## src/rtl/game_flow_controller.sv

```systemverilog
// Round sequencer: seat -> task -> door -> win, with a per-round countdown.
// Owns the HUD win/lose/round-count state and gates sprite movement.
//
// state      | meaning
// -----------+-----------------------------------------------
// IDLE       | power-up, waiting for start
// SEEK_SEAT  | player moving toward the target seat
// SEAT_DWELL | player in seat, dwell timer running
// TASK       | task overlay active, movement frozen
// SEEK_DOOR  | player moving toward the door
// DOOR_DWELL | player in door, dwell timer running
// WIN        | round won, waiting for start
// LOSE       | task failed or time expired, waiting for start
module game_flow_controller #(
  parameter int unsigned SEC_CYCLES   = 100_000_000,
  parameter int unsigned TIME_LIMIT   = 60,
  parameter int unsigned DWELL_CYCLES = 50_000_000
) (
  input  logic       clk,
  input  logic       rst,
  input  logic       start,
  input  logic       in_seat,
  input  logic       in_door,
  input  logic       task_done,
  input  logic       task_fail,
  output logic       en,
  output logic       task_enable,
  output logic [2:0] state_code,
  output logic [5:0] seconds_left,
  output logic [3:0] round_count,
  output logic       win,
  output logic       lose
);

  localparam int DW = (DWELL_CYCLES > 1) ? $clog2(DWELL_CYCLES) : 1;
  localparam int SW = (SEC_CYCLES > 1) ? $clog2(SEC_CYCLES) : 1;
  localparam logic [DW-1:0] DWELL_LAST = DW'(DWELL_CYCLES - 1);
  localparam logic [SW-1:0] SEC_LAST   = SW'(SEC_CYCLES - 1);
  localparam logic [5:0]    TIME_INIT  = 6'(TIME_LIMIT);

  typedef enum logic [2:0] {
    IDLE       = 3'd0,
    SEEK_SEAT  = 3'd1,
    SEAT_DWELL = 3'd2,
    TASK       = 3'd3,
    SEEK_DOOR  = 3'd4,
    DOOR_DWELL = 3'd5,
    WIN        = 3'd6,
    LOSE       = 3'd7
  } state_t;

  state_t state, state_n;

  logic seat_m, seat_s, door_m, door_s;
  logic start_q, start_rise, start_edge;
  logic [DW-1:0] dwell_cnt;
  logic [SW-1:0] sec_cnt;
  logic timer_active, sec_tc, timeout, dwell_done;
  logic load_round, clr_rounds, inc_round;

  assign start_rise = start & ~start_q;

  // The detected start edge is registered so the FSM acts one edge after start_q.
  always_ff @(posedge clk or posedge rst) begin
    if (rst) begin
      seat_m     <= 1'b0;
      seat_s     <= 1'b0;
      door_m     <= 1'b0;
      door_s     <= 1'b0;
      start_q    <= 1'b0;
      start_edge <= 1'b0;
    end else begin
      seat_m     <= in_seat;
      seat_s     <= seat_m;
      door_m     <= in_door;
      door_s     <= door_m;
      start_q    <= start;
      start_edge <= start_rise;
    end
  end

  always_ff @(posedge clk or posedge rst) begin
    if (rst) state <= IDLE;
    else     state <= state_n;
  end

  assign timer_active = (state == SEEK_SEAT) || (state == SEAT_DWELL) || (state == TASK) ||
                        (state == SEEK_DOOR) || (state == DOOR_DWELL);
  assign sec_tc     = (sec_cnt == SEC_LAST);
  assign timeout    = timer_active && sec_tc && (seconds_left == 6'd1);
  assign dwell_done = (dwell_cnt == DWELL_LAST);

  always_comb begin
    state_n    = state;
    load_round = 1'b0;
    clr_rounds = 1'b0;
    inc_round  = 1'b0;
    case (state)
      IDLE, WIN: begin
        if (start_edge) begin
          state_n    = SEEK_SEAT;
          load_round = 1'b1;
        end
      end
      LOSE: begin
        if (start_edge) begin
          state_n    = SEEK_SEAT;
          load_round = 1'b1;
          clr_rounds = 1'b1;
        end
      end
      SEEK_SEAT:  if (seat_s) state_n = SEAT_DWELL;
      SEAT_DWELL: begin
        if (!seat_s)         state_n = SEEK_SEAT;
        else if (dwell_done) state_n = TASK;
      end
      TASK: begin
        if (task_fail)      state_n = LOSE;
        else if (task_done) state_n = SEEK_DOOR;
      end
      SEEK_DOOR:  if (door_s) state_n = DOOR_DWELL;
      DOOR_DWELL: begin
        if (!door_s) begin
          state_n = SEEK_DOOR;
        end else if (dwell_done) begin
          state_n   = WIN;
          inc_round = 1'b1;
        end
      end
      default: state_n = IDLE;
    endcase
    // Running out of time beats any progress made on the same edge.
    if (timeout) begin
      state_n   = LOSE;
      inc_round = 1'b0;
    end
  end

  // Dwell count restarts whenever a dwell state is entered or left.
  always_ff @(posedge clk or posedge rst) begin
    if (rst) begin
      dwell_cnt <= '0;
    end else if (((state == SEAT_DWELL) || (state == DOOR_DWELL)) && (state_n == state)) begin
      dwell_cnt <= dwell_cnt + DW'(1);
    end else begin
      dwell_cnt <= '0;
    end
  end

  always_ff @(posedge clk or posedge rst) begin
    if (rst) begin
      sec_cnt      <= '0;
      seconds_left <= 6'd0;
    end else if (load_round) begin
      sec_cnt      <= '0;
      seconds_left <= TIME_INIT;
    end else if (timer_active) begin
      if (sec_tc) begin
        sec_cnt <= '0;
        if (seconds_left != 6'd0) seconds_left <= seconds_left - 6'd1;
      end else begin
        sec_cnt <= sec_cnt + SW'(1);
      end
    end
  end

  always_ff @(posedge clk or posedge rst) begin
    if (rst) begin
      round_count <= 4'd0;
    end else if (clr_rounds) begin
      round_count <= 4'd0;
    end else if (inc_round && (round_count != 4'd15)) begin
      round_count <= round_count + 4'd1;
    end
  end

  assign en          = (state == SEEK_SEAT) || (state == SEAT_DWELL) ||
                       (state == SEEK_DOOR) || (state == DOOR_DWELL);
  assign task_enable = (state == TASK);
  assign win         = (state == WIN);
  assign lose        = (state == LOSE);
  assign state_code  = state;

endmodule

```

## config.mk

```make
export PLATFORM = sky130hd
export DESIGN_NAME = game_flow_controller
export DESIGN_NICKNAME = d
export VERILOG_FILES = /design/src/rtl/game_flow_controller.sv
export SDC_FILE = /design/constraint.sdc
export NUM_CORES = 1
export LEC_CHECK = 0
export ABC_AREA = 1
export BUFFER_PORTS_ARGS = -buffer_cell sky130_fd_sc_hd__buf_4
export CAP_MARGIN = 40
export CORE_AREA = 2 2 86 88
export DETAILED_ROUTE_END_ITERATION = 8
export DIE_AREA = 0 0 88 90
export GPL_TIMING_DRIVEN = 0
export PLACE_DENSITY = 0.78
export SLEW_MARGIN = 15
export SYNTH_ARGS = -nofsm -noshare
export SYNTH_HDL_FRONTEND = slang
export SYNTH_SLANG_ARGS = --single-unit
```

## constraint.sdc

```tcl
create_clock -name clk -period 4.3 [get_ports clk]
set_clock_uncertainty 0.05 [all_clocks]
set_input_delay 0.215 -clock clk [delete_from_list [all_inputs] [get_ports clk]]
set_output_delay 0.215 -clock clk [all_outputs]
set_load 0.05 [all_outputs]
```

==> results of run 1 <==
-- tightest hold or removal path, stage by stage --
cell and delay, ns:
buf_4 0.08, nor2_1 0.04, o21ai_0 0.15, nor2_1 0.04, nand2_1 0.08
-- state kept, by name, summed over array words and instances, names as in the netlist --
name / flops
start_edge: 1
start_q: 1
door_m: 1
door_s: 1
sec_cnt: 27
state_code: 3
seconds_left: 6
dwell_cnt: 26
seat_s: 1
seat_m: 1
round_count: 4
-- Yosys cell counts, drive strengths merged (2+ instances only) --
cell type	number	share of area
a211oi	2	0.0037
a21oi	22	0.027
a31oi	2	0.0030
and3	2	0.0030
buf	2	0.0055
clkbuf	2	0.0018
dfrtp	72	0.44
ha	5	0.015
inv	58	0.053
nand2	109	0.10
nand3	43	0.057
nand3b	2	0.0037
nand4	10	0.015
nor2	107	0.11
nor3	23	0.029
nor3b	4	0.0073
nor4	9	0.017
o21a	3	0.0055
o21ai	18	0.023
xnor2	10	0.021
xor2	20	0.043
-- through the flow --
stage | hold WS, ns | std cells | util | total power, mW | area [um2]
5_1_grt | 0.287 | 674 | 0.669 | 2.25 | 4700
3_3_place_gp | 0.275 | 653 | 0.628 | 1.52 | 4410
6_report | 0.255 | 674 | 0.669 | 2.12 | 4700
4_1_cts | 0.242 | 674 | 0.669 | 2.13 | 4700
2_1_floorplan | 0.196 | 531 | - | 1.33 | 4110
3_5_place_dp | 0.101 | 654 | 0.632 | 1.54 | 4440
-- layout by cell type (no fill, tap or decap), types with 8 or more instances in the layout --
cell type / instances
nor2_1: 84
dfrtp_1: 72
inv_1: 53
nor3_1: 22
clkbuf_8: 9
nand3_1: 41
buf_4: 23
nand4_1: 10
nor4_1: 8
xor2_1: 20
nand2_1: 103
nor2_2: 21
a21oi_1: 22
o21ai_0: 16
xnor2_1: 10
-- worst paths after layout --
kind	to	slack, ns	cells past startpoint	from
min in group asynchronous	state_code[2]	0.29	3	rst
min reg2reg	door_s	0.31	0	door_m
min	state_code[2]	0.25	5	task_done
max reg2reg	dwell_cnt[20]	1.99	9	dwell_cnt[0]
max in group asynchronous	sec_cnt[16]	3.35	4	rst
max	dwell_cnt[20]	1.99	9	dwell_cnt[0]
-- kinds of logic after synthesis --
group,count (synthesis)
fa+ha+maj,5
buf+inv,63
simple gates,310
compound gates,51
flops,72
xor+xnor,30
-- report_power, final --
part	internal (mW)	switching [mW]
logic	0.204	0.528
registers	0.730	0.0666
clock network	0.330	0.260
total	1.26	0.855
-- cell type report --
class                           instances  area (um2)
Fill cell                             614        2320
Inverter                               59         224
Clock buffer                           10         128
Clock inverter                          6        92.6
Sequential cell                        72        1800
Buffer                                  4        30.0
Timing Repair Buffer                   28         240
Multi-Input combinational cell        396        2060
Tap cell                               99         124
-- routing by layer --
layer	GRT usage	part of all wire
met4	0.108	0.017
met1	0.334	0.47
met5	0	0
met3	0.0367	0.033
met2	0.378	0.48
==> flow_summary.ini, run 1 <==
[clocking]
ctsHoldBuffers = 4
cts_resized = 0
cts_htree_levels = 3
clk_latency_ns = 0.35
cts-buffers-inserted = 9
cts-root-buf = clkbuf_8
clockBufferDepth = 2
post_cts_buffers = 0
cts_tree = yes
cts.sinks = 72
clk_pin_slew_ns = 0.08

[sta]
worst_slack_ns = 1.99
period_needed_ns = 2.31
tightest_slew_ns = 0.683
max_freq_mhz = 434
rsz0062_at_grt = false
slew_headroom = 0.541
fin_crit_sh = 0.536
finalSetupTns_ns = 0
slew_violations = 0
finalHoldViolCount = 0
setup_viol_count_final = 0

[global_routing]
antenna_found_initial = 0
grtUsageTotal = 0.243
grt_max_degree = 60
grt_pass1_wl_um = 15500
grt_pass1_vias = 3485
grt_overflow = 0

[yosys]
synth_area_mm2 = 0.00411
ys_types = 37
async_flop_share = 1.00
synth_cells = 531
synth-simple-area-share = 0.351
synth.avg_cell_area_um2 = 7.74
synth_seq_area_share = 0.438
synth_mux_area_frac = 0
syn_nets = 543
synth_top_family_by_area = simple AND/OR/NAND/NOR gates
synthAdderAreaFrac = 0.0152
synthXorXnorAreaFrac = 0.0639
synth-seq-cells = 72
synth_ff_type = dfrtp_1
synth-edff-count = 0
yosysWarnings = 0
synth_compound_area_frac = 0.0697

[critical_path]
cpPeakStageDelay_ns = 0.43
worstPathRequired_ns = 4.49
cp_num_buf_inv = 0
cp_max_fo = 5
cp_top_family = simple AND/OR/NAND/NOR gates
worst_ep_arrival_time_ns = 2.49
crit_type = register to register
crit_chain = ha_1 -> nand3_1 -> nor4_4 -> nand3_1 -> nor2_1 -> nand2_2 -> o21a_1 -> nor2_1 -> nor2_2
crit_slowest_cell = dfrtp_1
crit_path_start_kind = register
setup.worst_path.end_class = register

[floorplanning]
pin_count = 24
dieArea_mm2 = 0.00792
rows = 31
fp.dieW_um = 88
dieHeight_um = 90
start_util = 0.585
core_mm2 = 0.00702

[cells_and_area]
drive_above_1_share = 0.141
final_nets = 582
area_delta_synth_final_pct = 14.3
insertedDiodeCount = 0

[detailed_routing]
antenna_left = 0
wl_per_cell_um = 13.4
first_pass_iters = 4
drtIter0Drc = 192
drc = 0
vias_per_cell = 5.40
finalWirelength_um = 9040
num_vias = 3641

[flow_run]
cap_violations = 0

[outcome]
outcome = finished, final reports clean

[placed_design]
place_hpwl_um = 6510
dp_slack_ns = 2.03
globalplace.congestion = 0.918
port_buffers = 23

[min_path]
worst_hold_path_type = primary input to register

[power]
vdd_drop_max_v = 0.000452
power_density_mw_per_mm2 = 451
p_leak_nw = 1.95
Power figures use the tool's default switching activity.
==> inputs of run 2 (changes only) <==
--- a/config.mk
+++ b/config.mk
@@ -5,14 +5,14 @@
 export SDC_FILE = /design/constraint.sdc
 export NUM_CORES = 1
 export LEC_CHECK = 0
-export ABC_AREA = 1
+export ABC_AREA = 0
 export BUFFER_PORTS_ARGS = -buffer_cell sky130_fd_sc_hd__buf_4
 export CAP_MARGIN = 40
-export CORE_AREA = 2 2 86 88
+export CORE_AREA = 2 2 88 90
 export DETAILED_ROUTE_END_ITERATION = 8
-export DIE_AREA = 0 0 88 90
+export DIE_AREA = 0 0 90 92
 export GPL_TIMING_DRIVEN = 0
-export PLACE_DENSITY = 0.78
+export PLACE_DENSITY = 0.75
 export SLEW_MARGIN = 15
 export SYNTH_ARGS = -nofsm -noshare
 export SYNTH_HDL_FRONTEND = slang
==> constraint.sdc (replaced) <==
create_clock -name clk -period 1.9 [get_ports clk]
set_clock_uncertainty 0.05 [all_clocks]
set_input_delay 0.095 -clock clk [delete_from_list [all_inputs] [get_ports clk]]
set_output_delay 0.095 -clock clk [all_outputs]
set_load 0.05 [all_outputs]
==> run 2 against run 1 <==
The run now ends with negative setup slack left. Worst setup slack lost 2.7 ns. Via count up 3.6%. Non-clock buffer count grew 57. Flip-flop and latch count did not move. Maximum frequency shrank 10%. Count of clock-buffer cells in the layout increased by 3.
==> flow_summary.ini, run 2 <==
[clocking]
cts-root-buf = clkbuf_8
cts-buffers-inserted = 9
cts_htree_levels = 3
clockBufferDepth = 2
clk_latency_ns = 0.36
cts.sinks = 72
clk_pin_slew_ns = 0.08
cts_tree = yes

[critical_path]
crit_type = register to register
setup.worst_path.end_class = register
cp_max_fo = 8
worst_ep_arrival_time_ns = 2.76
crit_path_start_kind = register
worstPathRequired_ns = 2.09

[yosys]
synth_top_cell_by_area = dfrtp_1
synth-edff-count = 0
synth_ff_type = dfrtp_1
synth_area_mm2 = 0.00392
yosysWarnings = 0
synth.area.top_cells = dfrtp_1 46%, xnor2_1 4.5%, nor2_1 4.0%, xor2_1 3.8%, nand3_1 3.1%
synth.avg_cell_area_um2 = 9.36
synth_seq_area_share = 0.459
ys_types = 52
yosysMostFrequentCell = dfrtp_1
synth_common_cells = 72 x dfrtp_1, 42 x nor2_1, 30 x nand2_1
yosysTopAreaCellShare = 0.459
synth-seq-cells = 72
synth_cells = 419
async_flop_share = 1.00
syn_nets = 431

[cells_and_area]
top_regs = sec_cnt x27, dwell_cnt x26, seconds_left x6
stdcell_area_mm2 = 0.00531
final_nets = 516
final_cell_mix = 67 x dfrtp_1, 59 x buf_4, 41 x nor2_1, 23 x nand2_1, 22 x nand3_1
insertedDiodeCount = 0
layout_commonest_cell = dfrtp_1
final_util = 0.713
largest_register = sec_cnt
final_cells = 611
drive_above_1_share = 0.314
area_delta_synth_final_pct = 35.4
largest_register_ffs = 27

[floorplanning]
start_util = 0.527
fp.dieW_um = 90
rows = 32
core_mm2 = 0.00745
dieHeight_um = 92
pin_count = 24
dieArea_mm2 = 0.00828

[detailed_routing]
wl_per_cell_um = 18.0
finalWirelength_um = 11000
first_pass_iters = 5
num_vias = 3771
antenna_left = 0
drc = 0
vias_per_cell = 6.17
drtIter0Drc = 374

[sta]
rsz0062_at_grt = true
finalHoldViolCount = 0
period_needed_ns = 2.57
setup_viol_count_final = 65
whs_ns = 0.0959
fin_crit_sh = 1.35
worst_slack_ns = -0.672
finalSetupTns_ns = -27.69
slew_violations = 0
tightest_slew_ns = 0.797
max_freq_mhz = 389
slew_headroom = 0.465

[global_routing]
grt_overflow = 0
grt_max_degree = 37
grtUsageTotal = 0.256
grt_pass1_wl_um = 17100
antenna_found_initial = 0
grt_pass1_vias = 3598

[power]
power_density_mw_per_mm2 = 935
vdd_drop_max_v = 0.00116
power_mw = 4.96
p_leak_nw = 2.15

[placed_design]
globalplace.congestion = 0.839
dp_slack_ns = -0.849
dp_cells = 546
port_buffers = 23
place_hpwl_um = 6150
placed_area_mm2 = 0.00441

[flow_run]
cap_violations = 0

[outcome]
violations = negative setup slack
outcome = finished with violations

[min_path]
worst_hold_path_type = primary input to register
[run 2: cell count changes after synthesis, moves of 7 or more]
cell	delta
a211oi_1	+14
and3_1	+9
or3_1	+15
nor3_1	-7
nor2_1	-42
nand2_1	-73
inv_1	-41
nand3_1	-17
clkbuf_1	+8
xnor2_1	+10
nor2_2	-21
[run 2: path summary, 6_finish.rpt]
path                             start        endpoint  slack, ns  depth (start not counted)
setup / recovery           sec_cnt[25]  round_count[3]      -0.67                          8
hold / removal               task_done   state_code[2]        0.1                          4
setup reg to reg           sec_cnt[25]  round_count[3]      -0.67                          8
hold reg to reg                 seat_m          seat_s       0.30                          0
max in group asynchronous          rst   state_code[1]       1.21                          4
min in group asynchronous          rst      sec_cnt[5]       0.18                          3
[run 2: where the power goes]
| group | total [mW] | leakage (nW) | switching (mW) | internal [mW] |
|---|---|---|---|---|
| combinational | 2.01 | 1.11 | 1.20 | 0.810 |
| clock | 1.18 | 0.0876 | 0.575 | 0.608 |
| sequential | 1.77 | 0.955 | 0.127 | 1.65 |
| total | 4.96 | 2.15 | 1.90 | 3.06 |
[run 2: cells by family after synthesis]
group	count (synthesis)	synth area share
muxes	1	0.00287
and+or+nand+nor	199	0.281
adders and majority gates	5	0.0159
DFF	72	0.459
buffers and inverters	28	0.0313
AOI/OAI and AO/OA	77	0.127
xor gates and xnor gates	37	0.0826
[run 2: critical path: stages (launching register included)]
cell,delay [ns]
dfrtp_1,0.43
or4_4,0.55
or4_4,0.45
buf_4,0.15
buf_6,0.11
nor4_4,0.21
buf_6,0.18
nor3_2,0.05
mux2_2,0.26
[run 2: what timing repair did]
| item | in CTS | in global routing |
|---|---|---|
| setup endpoints to repair | 65 | 67 |
| hold endpoints to repair | 76 | 0 |
| gates resized for setup | 39 | 47 |
| hold buffers | 4 | 0 |
| buffers inserted | 25 | 17 |
| pin swaps | 15 | 14 |
| gates cloned | 3 | 1 |
[run 2: layout make-up]
cell class	instances	area [um2]
Inverter	13	52.6
Clock buffer	13	139
Sequential cell	72	1810
Tap cell	102	128
Buffer	15	163
Clock inverter	3	42.5
Fill cell	546	2140
Timing Repair Buffer	74	652
Multi-Input combinational cell	319	2330
[run 2: routing by layer]
layer	up-vias	global-route usage	part of all wire
met3	27	0.0468	0.062
met5	-	0	0
met1	1895	0.331	0.41
li1	1709	-	-
met4	0	0.0833	0.021
met2	140	0.439	0.50
==> inputs of run 3 (changes only) <==
--- a/config.mk
+++ b/config.mk
@@ -5,14 +5,14 @@
 export SDC_FILE = /design/constraint.sdc
 export NUM_CORES = 1
 export LEC_CHECK = 0
-export ABC_AREA = 0
+export ABC_AREA = 1
 export BUFFER_PORTS_ARGS = -buffer_cell sky130_fd_sc_hd__buf_4
 export CAP_MARGIN = 40
-export CORE_AREA = 2 2 88 90
+export CORE_AREA = 2 2 90 92
 export DETAILED_ROUTE_END_ITERATION = 8
-export DIE_AREA = 0 0 90 92
+export DIE_AREA = 0 0 92 94
 export GPL_TIMING_DRIVEN = 0
-export PLACE_DENSITY = 0.75
+export PLACE_DENSITY = 0.74
 export SLEW_MARGIN = 15
 export SYNTH_ARGS = -nofsm -noshare
 export SYNTH_HDL_FRONTEND = slang
==> run 3 against run 2 <==
Cell count rose by 17%. Global-route usage down 2.1 points. Wire length decreased by 6.6%. Largest cell class unchanged. Count of clock-buffer cells in the layout decreased by 2. Utilization rose by 1.5 points. Combinational power up 14%. The run still ends with negative setup slack left. Critical path type unchanged. Clock power grew 37%. Highest routed layer unchanged. Flip-flop and latch count stayed put. Via count rose by 3.4%. Critical path depth is 4 higher. Register-to-register slack gained 0.51 ns. Non-clock buffer count fell by 19.
==> flow_summary.ini, run 3 (synthesis gave the netlist of run 1 again) <==
[detailed_routing]
drtIter0Drc = 263
finalWirelength_um = 10300
num_vias = 3901
first_pass_iters = 6
vias_per_cell = 5.46
drc = 0
wl_per_cell_um = 14.4
antenna_left = 0

[critical_path]
crit_top_cell = nand2_2
rr_worst_depth = 12
cpPeakStageDelay_ns = 0.43
crit_slowest_cell = dfrtp_2
worstPathRequired_ns = 2.08
crit_chain = buf_4 -> nand3_1 -> a21oi_1 -> o21bai_1 -> a21oi_1 -> nand2_2 -> nand2_2 -> nand2_2 -> nand3_4 -> buf_12 -> buf_12 -> nor2_4
crit_path_start_kind = register
crit_type = register to register
setup.worst_path.end_class = register
worst_ep_arrival_time_ns = 2.24
cp_max_fo = 7

[min_path]
worst_hold_path_type = primary input to register
min_path_cells = 5

[sta]
finalSetupTns_ns = -3.91
setup_viol_count_final = 40
tightest_slew_ns = 0.511
slew_headroom = 0.659
fin_crit_sh = 1.08
slew_violations = 0
period_needed_ns = 2.06
max_freq_mhz = 486
worst_slack_ns = -0.159
rsz0062_at_grt = true
finalHoldViolCount = 0

[cells_and_area]
final_cells = 715
largest_register = sec_cnt
layout_commonest_cell = nand2_1
final_nets = 620
top_regs = sec_cnt x27, dwell_cnt x26, seconds_left x6
insertedDiodeCount = 0
final_util = 0.728
largest_register_ffs = 27
stdcell_area_mm2 = 0.00554
drive_above_1_share = 0.318
area_delta_synth_final_pct = 34.8
final_cell_mix = 93 x nand2_1, 65 x dfrtp_1, 57 x buf_4, 56 x nor2_1, 48 x inv_1

[clocking]
cts_htree_levels = 3
cts.sinks = 72
clk_latency_ns = 0.36
cts-buffers-inserted = 9
clk_pin_slew_ns = 0.08
clockBufferDepth = 2
cts_tree = yes
cts-root-buf = clkbuf_8

[global_routing]
use_met3 = 0.0337
grt_pass1_wl_um = 16300
use_met1 = 0.300
grt_max_degree = 31
grt_most_used_layer = met2
grtUsageTotal = 0.235
grt_overflow = 0
grt_pass1_vias = 3697
antenna_found_initial = 0
gr-usage-met2 = 0.398

[floorplanning]
dieHeight_um = 94
fp.dieW_um = 92
start_util = 0.540
core_mm2 = 0.00761
rows = 32
dieArea_mm2 = 0.00865
pin_count = 24

[outcome]
violations = negative setup slack
outcome = finished with violations

[power]
vdd_drop_max_v = 0.000807
p_leak_nw = 2.29
power_density_mw_per_mm2 = 1030

[placed_design]
globalplace.congestion = 0.907
port_buffers = 23
place_hpwl_um = 6450
placed_area_mm2 = 0.00449
dp_cells = 658

[flow_run]
cap_violations = 0
==> run 3: changes by cell type in the layout (fill, tap and decap cells not counted), sizes merged, moves of 5 or more <==
cell	before	now
nor3	15	23
nand3	24	43
nor2	42	107
inv	12	58
or3	15	0
nand4	15	10
xnor2	20	10
and4	6	0
and3	11	2
buf	78	65
or4	5	0
a211oi	16	2
clkbuf	20	12
nand2	30	109
==> run 3: final timing paths <==
check                               from       endpoint  slack, ns
setup reg to reg           state_code[0]  dwell_cnt[15]      -0.16
hold / removal                 task_done  state_code[2]       0.22
setup / recovery           state_code[0]  dwell_cnt[15]      -0.16
hold reg to reg                   door_m         door_s       0.30
max in group asynchronous            rst  state_code[0]       0.82
min in group asynchronous            rst    sec_cnt[25]       0.28
==> run 3: worst max-delay path: cells and delay by family (launching register included) <==
kind / cells / cell delay [ns]
and+or+nand+nor: 6 / 0.52
buffers and inverters: 3 / 0.44
AOI/OAI and AO/OA: 3 / 0.49
DFF: 1 / 0.43
==> run 3: power by group <==
group	total, mW	switching (mW)	internal, mW	leakage [nW]
logic	2.30	1.49	0.803	1.20
registers	1.80	0.142	1.66	0.954
clock network	1.62	0.583	1.04	0.130
==> run 3: per-stage QoR <==
stage	power [mW]	hold WS [ns]	setup WS, ns
after global placement	3.48	0.155	-0.209
final	5.72	0.224	-0.159
after detailed placement	3.52	0.119	-0.253
after CTS	5.49	0.135	-0.144
after global routing	5.97	0.251	-0.306
after floorplan	3.06	0.0764	0.00669
==> run 3: layer usage <==
metal | vias up | part of all wire
li1 | 1884 | -
met3 | 27 | 0.042
met2 | 111 | 0.50
met5 | - | 0
met1 | 1879 | 0.44
met4 | 0 | 0.022
==> run 3: cell type report <==
type,instances,area (um2)
Clock inverter,5,128
Clock buffer,11,141
Tap cell,102,128
Fill cell,551,2070
Inverter,59,238
Multi-Input combinational cell,396,2450
Sequential cell,72,1810
Buffer,4,47.5
Timing Repair Buffer,66,594
==> run 3: repair_timing <==
item / in CTS / in global routing
cloned: 2 / 0
pin swaps: 9 / 18
resized for setup: 44 / 70
setup endpoints to repair: 54 / 60
setup buffers: 17 / 18
hold buffers: 4 / 0
endpoints found under the hold margin: 25 / 0
